[config.mk]
export PLATFORM = sky130hd
export DESIGN_NAME = alu_seq_ctrl_flat
export DESIGN_NICKNAME = d
export VERILOG_FILES = /design/src/rtl/alu_seq_ctrl_if.sv /design/src/rtl/alu_seq_ctrl.sv /design/src/flat_wrapper.sv
export SDC_FILE = /design/constraint.sdc
export NUM_CORES = 1
export LEC_CHECK = 0
export CAP_MARGIN = 20
export CORE_UTILIZATION = 48
export DETAILED_ROUTE_END_ITERATION = 16
export HOLD_SLACK_MARGIN = 0.02
export PLACE_DENSITY_LB_ADDON = 0.08
export SKIP_CTS_REPAIR_TIMING = 1
export SLEW_MARGIN = 20
export SYNTH_ARGS = -nofsm -noshare
export SYNTH_HDL_FRONTEND = slang
export SYNTH_SLANG_ARGS = --single-unit
export TNS_END_PERCENT = 100
[constraint.sdc]
create_clock -name clk -period 2.1 [get_ports clk]
set_input_delay 0.525 -clock clk [delete_from_list [all_inputs] [get_ports clk]]
set_output_delay 0.525 -clock clk [all_outputs]
set_load 0.01 [all_outputs]
[src/rtl/alu_seq_ctrl_if.sv]
// Command/result and adder-drive bundle between the CPU control FSM, the sequencer and the adder.
// With ALU_FLAGS_EN defined, the bundle also carries the flag_z/flag_v result flags.
interface alu_seq_ctrl_if #(
  parameter int DATA_W = 8
);
  logic                  start;
  logic [1:0]            op;
  logic [DATA_W-1:0]     op_a;
  logic [DATA_W-1:0]     op_b;
  logic                  busy;
  logic                  done;
  logic [2*DATA_W-1:0]   result;
  logic                  carry;
  logic [DATA_W-1:0]     alu_a;
  logic [DATA_W-1:0]     alu_b;
  logic                  alu_cin;
  logic [DATA_W-1:0]     alu_sum;
  logic                  alu_cout;
`ifdef ALU_FLAGS_EN
  logic                  flag_z;
  logic                  flag_v;

  modport slave (
    input  start, op, op_a, op_b, alu_sum, alu_cout,
    output busy, done, result, carry, alu_a, alu_b, alu_cin, flag_z, flag_v
  );
  modport master (
    output start, op, op_a, op_b, alu_sum, alu_cout,
    input  busy, done, result, carry, alu_a, alu_b, alu_cin, flag_z, flag_v
  );
`else
  modport slave (
    input  start, op, op_a, op_b, alu_sum, alu_cout,
    output busy, done, result, carry, alu_a, alu_b, alu_cin
  );
  modport master (
    output start, op, op_a, op_b, alu_sum, alu_cout,
    input  busy, done, result, carry, alu_a, alu_b, alu_cin
  );
`endif
endinterface

[src/rtl/alu_seq_ctrl.sv]
// Sequencer owning a shared combinational adder: ADD/SUB in one cycle, shift-add MUL in DATA_W cycles.
// Optional feature macro ALU_FLAGS_EN adds registered zero/overflow flags.
module alu_seq_ctrl #(
  parameter int DATA_W = 8
) (
  input  logic           clk,
  input  logic           rst,
  alu_seq_ctrl_if.slave  bus
);
  localparam int CNT_W = $clog2(DATA_W + 1);
  localparam int MSB   = DATA_W - 1;

  localparam logic [1:0] OP_ADD = 2'b00;
  localparam logic [1:0] OP_SUB = 2'b01;
  localparam logic [1:0] OP_MUL = 2'b10;

  typedef enum logic [1:0] {
    S_IDLE = 2'd0,
    S_EXEC = 2'd1,
    S_MUL  = 2'd2,
    S_DONE = 2'd3
  } state_t;

  state_t                r_state;
  logic [1:0]            r_op;
  logic [DATA_W-1:0]     r_a;
  // r_plo holds operand B for ADD/SUB and the low product half during MUL.
  logic [DATA_W-1:0]     r_plo;
  logic [DATA_W-1:0]     r_phi;
  logic [CNT_W-1:0]      r_cnt;
  logic                  r_busy;
  logic                  r_done;
  logic [2*DATA_W-1:0]   r_result;
  logic                  r_carry;
`ifdef ALU_FLAGS_EN
  logic                  r_flag_z;
  logic                  r_flag_v;
`endif

  logic [DATA_W-1:0]     w_alu_a;
  logic [DATA_W-1:0]     w_alu_b;
  logic                  w_alu_cin;
  logic [DATA_W-1:0]     w_phi_next;
  logic [DATA_W-1:0]     w_plo_next;
  logic                  w_ovf;
  logic                  w_mul_last;

  // Adder drive comes only from registered state, so there is no input-to-adder path.
  always_comb begin
    w_alu_a   = '0;
    w_alu_b   = '0;
    w_alu_cin = 1'b0;
    case (r_state)
      S_EXEC: begin
        case (r_op)
          OP_ADD: begin
            w_alu_a = r_a;
            w_alu_b = r_plo;
          end
          OP_SUB: begin
            w_alu_a   = r_a;
            w_alu_b   = ~r_plo;
            w_alu_cin = 1'b1;
          end
          default: ;
        endcase
      end
      S_MUL: begin
        w_alu_a = r_phi;
        w_alu_b = r_plo[0] ? r_a : '0;
      end
      default: ;
    endcase
  end

  assign w_phi_next = {bus.alu_cout, bus.alu_sum[MSB:1]};
  assign w_plo_next = {bus.alu_sum[0], r_plo[MSB:1]};
  assign w_ovf      = (r_a[MSB] == w_alu_b[MSB]) && (bus.alu_sum[MSB] != r_a[MSB]);
  assign w_mul_last = (r_cnt == CNT_W'(DATA_W - 1));

  assign bus.alu_a   = w_alu_a;
  assign bus.alu_b   = w_alu_b;
  assign bus.alu_cin = w_alu_cin;
  assign bus.busy    = r_busy;
  assign bus.done    = r_done;
  assign bus.result  = r_result;
  assign bus.carry   = r_carry;
`ifdef ALU_FLAGS_EN
  assign bus.flag_z  = r_flag_z;
  assign bus.flag_v  = r_flag_v;
`endif

  always_ff @(posedge clk or posedge rst) begin
    if (rst) begin
      r_state  <= S_IDLE;
      r_op     <= 2'b00;
      r_a      <= '0;
      r_plo    <= '0;
      r_phi    <= '0;
      r_cnt    <= '0;
      r_busy   <= 1'b0;
      r_done   <= 1'b0;
      r_result <= '0;
      r_carry  <= 1'b0;
`ifdef ALU_FLAGS_EN
      r_flag_z <= 1'b0;
      r_flag_v <= 1'b0;
`endif
    end else begin
      case (r_state)
        S_IDLE, S_DONE: begin
          r_done  <= 1'b0;
          r_busy  <= 1'b0;
          r_state <= S_IDLE;
          if (bus.start) begin
            r_op    <= bus.op;
            r_a     <= bus.op_a;
            r_plo   <= bus.op_b;
            r_phi   <= '0;
            r_cnt   <= '0;
            r_busy  <= 1'b1;
            r_state <= (bus.op == OP_MUL) ? S_MUL : S_EXEC;
          end
        end
        S_EXEC: begin
          r_busy  <= 1'b0;
          r_done  <= 1'b1;
          r_state <= S_DONE;
          if ((r_op == OP_ADD) || (r_op == OP_SUB)) begin
            r_result <= {{DATA_W{1'b0}}, bus.alu_sum};
            r_carry  <= bus.alu_cout;
`ifdef ALU_FLAGS_EN
            r_flag_z <= (bus.alu_sum == '0);
            r_flag_v <= w_ovf;
`endif
          end else begin
            r_result <= '0;
            r_carry  <= 1'b0;
`ifdef ALU_FLAGS_EN
            r_flag_z <= 1'b1;
            r_flag_v <= 1'b0;
`endif
          end
        end
        S_MUL: begin
          r_phi <= w_phi_next;
          r_plo <= w_plo_next;
          r_cnt <= r_cnt + 1'b1;
          if (w_mul_last) begin
            r_result <= {w_phi_next, w_plo_next};
            r_carry  <= 1'b0;
            r_busy   <= 1'b0;
            r_done   <= 1'b1;
            r_state  <= S_DONE;
`ifdef ALU_FLAGS_EN
            r_flag_z <= ({w_phi_next, w_plo_next} == '0);
            r_flag_v <= (w_phi_next != '0);
`endif
          end
        end
        default: r_state <= S_IDLE;
      endcase
    end
  end

endmodule

[src/flat_wrapper.sv]
// flat-port wrapper written by rule: the top's interface ports become plain ports
module alu_seq_ctrl_flat 
#(
  parameter int DATA_W = 8
)
  (clk, rst, bus_start, bus_op, bus_op_a, bus_op_b, bus_alu_sum, bus_alu_cout, bus_busy, bus_done, bus_result, bus_carry, bus_alu_a, bus_alu_b, bus_alu_cin);
  alu_seq_ctrl_if #(.DATA_W(DATA_W)) bus_i ();
  input  logic clk;
  input  logic rst;
  input wire logic [$bits(bus_i.start)-1:0] bus_start;
  input wire logic [$bits(bus_i.op)-1:0] bus_op;
  input wire logic [$bits(bus_i.op_a)-1:0] bus_op_a;
  input wire logic [$bits(bus_i.op_b)-1:0] bus_op_b;
  input wire logic [$bits(bus_i.alu_sum)-1:0] bus_alu_sum;
  input wire logic [$bits(bus_i.alu_cout)-1:0] bus_alu_cout;
  output wire logic [$bits(bus_i.busy)-1:0] bus_busy;
  output wire logic [$bits(bus_i.done)-1:0] bus_done;
  output wire logic [$bits(bus_i.result)-1:0] bus_result;
  output wire logic [$bits(bus_i.carry)-1:0] bus_carry;
  output wire logic [$bits(bus_i.alu_a)-1:0] bus_alu_a;
  output wire logic [$bits(bus_i.alu_b)-1:0] bus_alu_b;
  output wire logic [$bits(bus_i.alu_cin)-1:0] bus_alu_cin;
  assign bus_i.start = bus_start;
  assign bus_i.op = bus_op;
  assign bus_i.op_a = bus_op_a;
  assign bus_i.op_b = bus_op_b;
  assign bus_i.alu_sum = bus_alu_sum;
  assign bus_i.alu_cout = bus_alu_cout;
  assign bus_busy = bus_i.busy;
  assign bus_done = bus_i.done;
  assign bus_result = bus_i.result;
  assign bus_carry = bus_i.carry;
  assign bus_alu_a = bus_i.alu_a;
  assign bus_alu_b = bus_i.alu_b;
  assign bus_alu_cin = bus_i.alu_cin;
  alu_seq_ctrl #(.DATA_W(DATA_W)) u_core (.clk(clk), .rst(rst), .bus(bus_i));
endmodule
==> implementation parameters, run 1 <==
Parameter                              Value

Status
  Run status ... complete, but fails checks
  Failing checks ... setup timing

Routing
  WL per Instance ... between 15 and 20 um
  DR DRC count ... 0
  Total number of vias ... 1,958
  Drt first-iter violations ... 80
  Router iterations before antenna repair ... 4
  Wire length after detailed routing ... about 6000 um
  Per-cell via count in the routed design ... around 5.4
  Remaining antenna violation count after routing ... 0

Synthesis
  Library cells used by synthesis ... 29
  Synthesis-stage register bit count ... 51
  Cell count after synthesis ... 222
  Cell Area, Synth ... about 0.0025 sq mm
  Yosys warning count ... 0
  Post-synthesis sequential area ratio ... 0.513
  Nets in the synthesized netlist ... 255
  Per-instance average area after synthesis ... around 11 sq um

Pwr
  Sequential share of power ... 0.373
  Fraction of power consumed by the clock network ... 0.111
  Power per Cell Area ... 1400 mW/mm^2
  Net switching power ... roughly 0.0018 W
  Internal Dissipation ... approximately 0.0029 W
  Worst vdd rail ir drop ... around 0.7 mV
  Pleak ... 1.56 nW
  Proportion of total power due to net switching ... 0.391
  Proportion of power drawn by combinational gates ... 0.516

Placed design
  Cell Area, Placed ... between 0.003 and 0.004 sq mm
  Weighted congestion reported at the end of routability-driven placement ... about 0.74
  Post-detailed-placement half-perimeter wirelength ... 4150 um
  PortBufs ... 65

Hold path
  Endpoint of the worst hold path ... u_core.r_phi[3]$_DFFE_PP0P_
  Path category of the worst min-delay check ... flip-flop to flip-flop
  Hold path startpoint ... u_core.r_phi[3]$_DFFE_PP0P_
  Hold path depth ... 2

Timing
  Setup-failing EPs final ... 13
  Clock skew after layout ... 0.00715 ns
  Setup Total Neg Slack ... -1.38 ns
  Slew headroom ... 0.582
  Transition time at the pin with the least slew margin ... around 0.62 ns
  Setup repair after global routing missed its margin ... true
  Min Hold Slack ... 0.500 ns
  Final Max Slew Viols ... 0
  Hold violation total from the final report ... 0
  Highest achievable clock rate ... 0.448 GHz
  Post-route clock period utilization ... 1.06
  Worst-case setup margin in the final layout ... -0.132 ns
  Minimum clock period after layout ... 2.23 ns

Layout
  Synthesis-to-finish area growth ... 35.3%
  Layout Nets ... 330
  Final cell area excluding filler cells ... between 0.003 and 0.004 sq mm
  Layout cells sized above 1 ... 0.233
  Inserted Diodes ... 0

Worst setup path
  Worst R2R Path Depth ... 6
  Worst path top cell family by delay ... flip-flops
  List of cells traversed by the critical path ... inv_2 > ha_4 > nor2b_4 > nor2b_4 > buf_6 > a22o_1 > buf_2
  Crit path capture type ... output port
  Source of the worst register-to-register timing path ... u_core.r_state[0]$_DFFE_PP0P_
  Terminus of the critical flop-to-flop path ... u_core.bus.result[5]$_DFFE_PP0P_
  Most Frequent Cell on Critical Path ... sky130_fd_sc_hd__nor2b_4
  Flop2flop setup slack ... approximately 0.20 ns
  Buf+Inv Stages, Crit Path ... 3
  Kind of critical path ... flip-flop to output port
  Max Fanout on Critical Path ... 6
  Slowest cell delay on critical path ... 0.43 ns
  Arr. time, crit path ... 1.71 ns
  CP startpoint kind ... flip-flop
  Worst path required time ... about 1.6 ns
  Worst-path cell with the longest stage delay ... sky130_fd_sc_hd__dfrtp_1

Global routing
  Overall Global Routing Usage ... 0.236
  Vias in the first global route ... 1,910
  Initial antenna violation count ... 0
  GRT Residual Overflow ... 0
  First-pass GRT wire length ... 9630 um
  Maximum number of pins on one net before global-route repair ... 35

Clocking
  Clock tree buffer depth ... 2
  CTS Buf Count ... 5
  Clock-pin transition on the worst setup and hold timing paths ... ~0.090 ns
  Clock sink count ... a little over 50
  Worst-Skew Late Latency ... ~0.30 ns
  Clock root buffer ... sky130_fd_sc_hd__clkbuf_8
  Number of levels the H-tree was split into ... 2
  CTS tree ... done

Floorplanning
  Vertical die dimension ... between 70 and 80 um
  Die extent in x ... approximately 74 um
  Starting density of the core ... 0.513
  Die Footprint ... about 0.0055 sq mm
  # IOs ... 66
  Placeable core region ... just under 0.005 sq mm
  Floorplan row count ... 25

Flow run
  Number of maximum-capacitance violations ... 0
[kinds of logic (layout without fill, tap and decap cells)]
kind of cell    count (synthesis)  count (layout)  synth area share
compound gates                 55              55             0.167
flops                          51              51             0.513
fa+ha+maj                       3               3            0.0151
buf+inv                        22              96            0.0463
mux                            32              32             0.140
simple gates                   51              51            0.0901
xor+xnor                        8               8            0.0282
[layout by cell type, fill, tap and decap left out, drive strengths merged, types with 6 or more instances in the layout]
cell type / n
dfrtp: 51
clkdlybuf4s50: 48
nand2: 33
buf: 30
a22o: 29
o21ai: 19
mux2: 19
mux2i: 13
clkbuf: 9
xor2: 8
inv: 8
nor2: 6
[power groups by stage]
stage / registers [W] / logic [W] / clock network, W
2_1_floorplan: 0.00164 / 0.00148 / 0
3_3_place_gp: 0.00174 / 0.00230 / 0
3_5_place_dp: 0.00174 / 0.00235 / 0
4_1_cts: 0.00172 / 0.00237 / 0.000538
5_1_grt: 0.00181 / 0.00266 / 0.000579
6_report: 0.00175 / 0.00243 / 0.000520
[sequential cells by signal, summed over array words and instances, names as in the netlist]
register,cells
u_core.bus.busy,1
u_core.bus.carry,1
u_core.bus.done,1
u_core.bus.result,16
u_core.r_a,8
u_core.r_cnt,4
u_core.r_op,2
u_core.r_phi,8
u_core.r_plo,8
u_core.r_state,2
[Yosys cell counts]
master                      n  area share
sky130_fd_sc_hd__nand3_1    2      0.0040
sky130_fd_sc_hd__a22o_1    29        0.10
sky130_fd_sc_hd__o31ai_1    1      0.0030
sky130_fd_sc_hd__xor2_1     8       0.028
sky130_fd_sc_hd__and2_1     1      0.0025
sky130_fd_sc_hd__and4b_1    1      0.0040
sky130_fd_sc_hd__mux2_2    18       0.082
sky130_fd_sc_hd__mux2i_1   13       0.052
sky130_fd_sc_hd__or3_1      1      0.0025
sky130_fd_sc_hd__inv_1      8       0.012
sky130_fd_sc_hd__a21oi_4    1      0.0065
sky130_fd_sc_hd__nand2_1   33       0.050
sky130_fd_sc_hd__buf_2      8       0.016
sky130_fd_sc_hd__a21boi_0   1      0.0030
sky130_fd_sc_hd__a32oi_1    3       0.011
sky130_fd_sc_hd__buf_1      1      0.0015
sky130_fd_sc_hd__o21ai_0   18       0.036
sky130_fd_sc_hd__nor2b_1    4       0.010
sky130_fd_sc_hd__and3_1     1      0.0025
sky130_fd_sc_hd__dfrtp_1   51        0.51
sky130_fd_sc_hd__a211o_1    1      0.0035
sky130_fd_sc_hd__mux2_4     1      0.0060
sky130_fd_sc_hd__clkbuf_1   2      0.0030
sky130_fd_sc_hd__buf_6      3       0.014
sky130_fd_sc_hd__nor4_1     1      0.0025
sky130_fd_sc_hd__nand3b_1   1      0.0030
sky130_fd_sc_hd__nor2_1     6      0.0091
sky130_fd_sc_hd__o21ai_1    1      0.0020
sky130_fd_sc_hd__ha_1       3       0.015
[per-stage QoR]
step	total power [W]	worst slack, ns	util	instances
5_1_grt	0.00505	-0.229	0.694	363
6_report	0.00470	-0.132	0.694	363
2_1_floorplan	0.00312	0.0722	-	222
3_3_place_gp	0.00404	-0.217	0.679	357
4_1_cts	0.00463	-0.640	0.694	363
3_5_place_dp	0.00409	-0.269	0.679	357
[area by class of cell]
class	count	area, sq um
Clock buffer	6	72.6
Fill cell	369	1490
Inverter	8	30.0
Multi-Input combinational cell	149	1160
Sequential cell	51	1280
Tap cell	67	83.8
Timing Repair Buffer	82	739
[worst reg2reg max path, delay by kind of cell (launching register included)]
family,cells,cell delay [ns]
buf+inv,2,0.22
compound gates,1,0.36
fa+ha+maj,1,0.18
simple gates,1,0.21
mux,1,0.39
flops,1,0.43
[worst max path at each step]
stage	start	end	slack (ns)	depth (start not counted)
6_report	u_core.r_state[1]$_DFFE_PP0P_	bus_alu_b[3]	-0.13	7
3_3_place_gp	u_core.r_state[1]$_DFFE_PP0P_	bus_alu_a[1]	-0.22	7
5_1_grt	u_core.r_state[1]$_DFFE_PP0P_	bus_alu_b[3]	-0.23	7
3_5_place_dp	u_core.r_state[1]$_DFFE_PP0P_	bus_alu_b[3]	-0.27	7
4_1_cts	u_core.r_state[1]$_DFFE_PP0P_	bus_alu_b[3]	-0.64	7
2_1_floorplan	u_core.r_state[1]$_DFFE_PP0P_	bus_alu_a[1]	0.07	6
[layer usage]
metal / share of wire / track usage / wire length [um] / vias to the layer above
met5: 0 / 0 / 0 / -
met2: 0.44 / 0.335 / 2640 / 67
met3: 0.059 / 0.0515 / 349 / 7
met1: 0.49 / 0.360 / 2910 / 953
li1: - / - / - / 931
met4: 0.0099 / 0.0726 / 59 / 0
No activity file was read; power rests on OpenSTA's default activity.
==> inputs of run 2 (changes only) <==
--- a/config.mk
+++ b/config.mk
@@ -7,10 +7,12 @@
 export LEC_CHECK = 0
 export CAP_MARGIN = 20
 export CORE_UTILIZATION = 48
+export CTS_CLUSTER_SIZE = 12
 export DETAILED_ROUTE_END_ITERATION = 16
 export HOLD_SLACK_MARGIN = 0.02
 export PLACE_DENSITY_LB_ADDON = 0.08
 export SKIP_CTS_REPAIR_TIMING = 1
+export SKIP_LAST_GASP = 1
 export SLEW_MARGIN = 20
 export SYNTH_ARGS = -nofsm -noshare
 export SYNTH_HDL_FRONTEND = slang
==> results of run 2 <==
Same layout as run 1: the final DEF is identical, and so are final timing and power.
==> inputs of run 3 (changes only) <==
--- a/config.mk
+++ b/config.mk
@@ -6,7 +6,7 @@
 export NUM_CORES = 1
 export LEC_CHECK = 0
 export CAP_MARGIN = 20
-export CORE_UTILIZATION = 48
+export CORE_UTILIZATION = 44
 export CTS_CLUSTER_SIZE = 12
 export DETAILED_ROUTE_END_ITERATION = 16
 export HOLD_SLACK_MARGIN = 0.02
==> constraint.sdc (replaced) <==
create_clock -name clk -period 2.02 [get_ports clk]
set_input_delay 0.505 -clock clk [delete_from_list [all_inputs] [get_ports clk]]
set_output_delay 0.505 -clock clk [all_outputs]
set_load 0.01 [all_outputs]
==> implementation parameters, run 3 (synthesis gave the netlist of run 1 again) <==
Parameter                              Value

Worst setup path
  Worst path required time ... 1.51 ns (-0.06 ns)
  Terminus of the critical flop-to-flop path ... u_core.r_phi[4]$_DFFE_PP0P_
  CP startpoint kind ... flip-flop
  Arr. time, crit path ... 1.66 ns (-0.05 ns)
  Crit path capture type ... output port
  Critical Path Source ... u_core.r_state[1]$_DFFE_PP0P_
  List of cells traversed by the critical path ... buf_6 > ha_4 > nor2b_4 > buf_6 > a22o_1 > buf_2
  Worst R2R Path Depth ... 6 (unchanged)
  Slowest cell delay on critical path ... 0.42 ns (about the same)
  Source of the worst register-to-register timing path ... u_core.r_state[1]$_DFFE_PP0P_
  Most Frequent Cell on Critical Path ... sky130_fd_sc_hd__buf_6
  Kind of critical path ... flip-flop to output port
  Critical Path Sink ... bus_alu_b[1]
  Max Fanout on Critical Path ... 8 (+2)
  Worst-path cell with the longest stage delay ... sky130_fd_sc_hd__dfrtp_1
  Flop2flop setup slack ... 0.12 ns (-0.08 ns)

Routing
  Remaining antenna violation count after routing ... 0 (unchanged)
  Drt first-iter violations ... 67 (-16%)
  Per-cell via count in the routed design ... 5.12 (-5.1%)
  DR DRC count ... 0 (unchanged)
  WL per Instance ... 15.6 um (-4.8%)
  Wire length after detailed routing ... 5920 um (-0.65%)
  Total number of vias ... 1,941 (-0.87%)
  Router iterations before antenna repair ... 4 (unchanged)

Timing
  Worst-case setup margin in the final layout ... -0.143 ns (-0.0113 ns)
  Min Hold Slack ... 0.464 ns (-0.0364 ns)
  Post-route clock period utilization ... 1.07
  Clock skew after layout ... 0.00505 ns (-0.00210 ns)
  Setup-failing EPs final ... 16 (+3)
  Transition time at the pin with the least slew margin ... 0.399 ns (-0.225 ns)
  Minimum clock period after layout ... 2.16 ns
  Highest achievable clock rate ... 0.462 GHz
  Hold violation total from the final report ... 0 (unchanged)
  Final Max Slew Viols ... 0 (unchanged)
  Slew headroom ... 0.733 (+0.151)
  Setup repair after global routing missed its margin ... true

Pwr
  Net switching power ... 0.00196 W (+6.7%)
  Power per Cell Area ... 1470 mW/mm^2 (+5.3%)
  Internal Dissipation ... 0.00314 W (+9.8%)
  Sequential share of power ... 0.354 (-0.019)
  Fraction of power consumed by the clock network ... 0.112 (about the same)
  Worst vdd rail ir drop ... 0.703 mV (+3.3%)
  Total power ... 0.00510 W (+8.6%)
  Pleak ... 1.60 nW (+2.2%)
  Proportion of power drawn by combinational gates ... 0.534 (+0.018)
  Proportion of total power due to net switching ... 0.385 (-0.00668)

Placed design
  Post-detailed-placement half-perimeter wirelength ... 4220 um (+1.7%)
  DP Cell Count ... 370 (+3.6%)
  Weighted congestion reported at the end of routability-driven placement ... 0.790 (+7.3%)
  Cell Area, Placed ... 0.00336 sq mm (+2.0%)
  PortBufs ... 65 (unchanged)

Layout
  Final cell area excluding filler cells ... 0.00347 sq mm (+3.2%)
  Inserted Diodes ... 0 (unchanged)
  Commonest non-fill, non-tap cell in the layout ... sky130_fd_sc_hd__dfrtp_1
  Non-Filler Instances ... 379 (+4.4%)
  Post-layout utilization of the core ... 0.634 (-0.0597)
  Layout Nets ... 339 (+2.7%)
  Layout cells sized above 1 ... 0.274 (+0.0405)
  Largest register FFs ... 16 (unchanged)
  Synthesis-to-finish area growth ... 39.6%
  Highest-count cells in the layout ignoring fill and taps ... sky130_fd_sc_hd__dfrtp_1 (50), sky130_fd_sc_hd__clkdlybuf4s50_1 (48), sky130_fd_sc_hd__nand2_1 (33)

Clocking
  CTS tree ... done
  Worst-Skew Late Latency ... 0.30 ns (about the same)
  Clock sink count ... 51 (unchanged)
  Clock tree buffer depth ... 2 (unchanged)
  Clock root buffer ... sky130_fd_sc_hd__clkbuf_8
  Number of levels the H-tree was split into ... 2 (unchanged)
  Clock-pin transition on the worst setup and hold timing paths ... 0.09 ns (about the same)
  CTS Buf Count ... 5 (unchanged)

Floorplanning
  Vertical die dimension ... 77.2 um (+4.3%)
  Floorplan row count ... 27 (+8.0%)
  Die extent in x ... 77.2 um (+4.3%)
  Die Footprint ... 0.00596 sq mm (+8.8%)
  # IOs ... 66 (unchanged)
  Starting density of the core ... 0.454 (-0.0585)
  Placeable core region ... 0.00547 sq mm (+13%)

Global routing
  GRT Residual Overflow ... 0 (unchanged)
  Vias in the first global route ... 1,914 (+0.21%)
  Initial antenna violation count ... 0 (unchanged)
  Overall Global Routing Usage ... 0.212 (-0.0244)
  First-pass GRT wire length ... 9820 um (+2.0%)
  Maximum number of pins on one net before global-route repair ... 40 (+14%)

Status
  Run status ... complete, but fails checks
  Failing checks ... setup timing

Hold path
  Path category of the worst min-delay check ... input pin to asynchronous set/reset pin

Flow run
  Number of maximum-capacitance violations ... 0 (unchanged)
## run 3: final cells by class
class	count	area [sq um]
Fill cell	476	2000
Sequential cell	51	1280
Multi-Input combinational cell	149	1170
Timing Repair Buffer	91	817
Tap cell	72	90.1
Clock buffer	7	76.3
Inverter	8	30.0
Clock inverter	1	5.00
## run 3: power groups by stage
stage               Sequential (W)  Combinational, W  Clock, W
floorplan                  0.00171           0.00154         0
global placement           0.00179           0.00254         0
detailed placement         0.00180           0.00257         0
CTS                        0.00178           0.00258  0.000581
global route               0.00186           0.00298  0.000629
finish                     0.00180           0.00273  0.000570
## run 3: worst max-delay path: cells and delay by family (launching register included)
family	cells	cell delay (ns)
buf+inv	3	0.40
simple gates	1	0.06
flops	1	0.42
fa+ha+maj	1	0.31
compound gates	1	0.18
## run 3: how the worst min path moves through the flow
stage	to	slack [ns]	cells after the start
global placement	u_core.r_phi[1]$_DFFE_PP0P_	0.47	2
global route	u_core.bus.result[8]$_DFFE_PP0P_	0.49	2
CTS	u_core.bus.result[8]$_DFFE_PP0P_	0.46	2
floorplan	u_core.r_phi[0]$_DFFE_PP0P_	0.45	2
detailed placement	u_core.r_phi[3]$_DFFE_PP0P_	0.47	2
finish	u_core.bus.result[8]$_DFFE_PP0P_	0.46	2
## run 3: per-stage QoR
stage / setup slack (ns) / setup TNS [ns]
global placement: -0.205 / -2.86
finish: -0.143 / -1.72
CTS: -0.635 / -9.94
detailed placement: -0.296 / -4.00
floorplan: 0.0122 / 0
global route: -0.230 / -3.10
## run 3: layer usage
layer | global-route usage | vias to the layer above | wire, um
li1 | - | 955 | -
met5 | 0 | - | 0
met4 | 0.0566 | 0 | 36
met3 | 0.0512 | 2 | 351
met1 | 0.311 | 923 | 2970
met2 | 0.310 | 61 | 2560
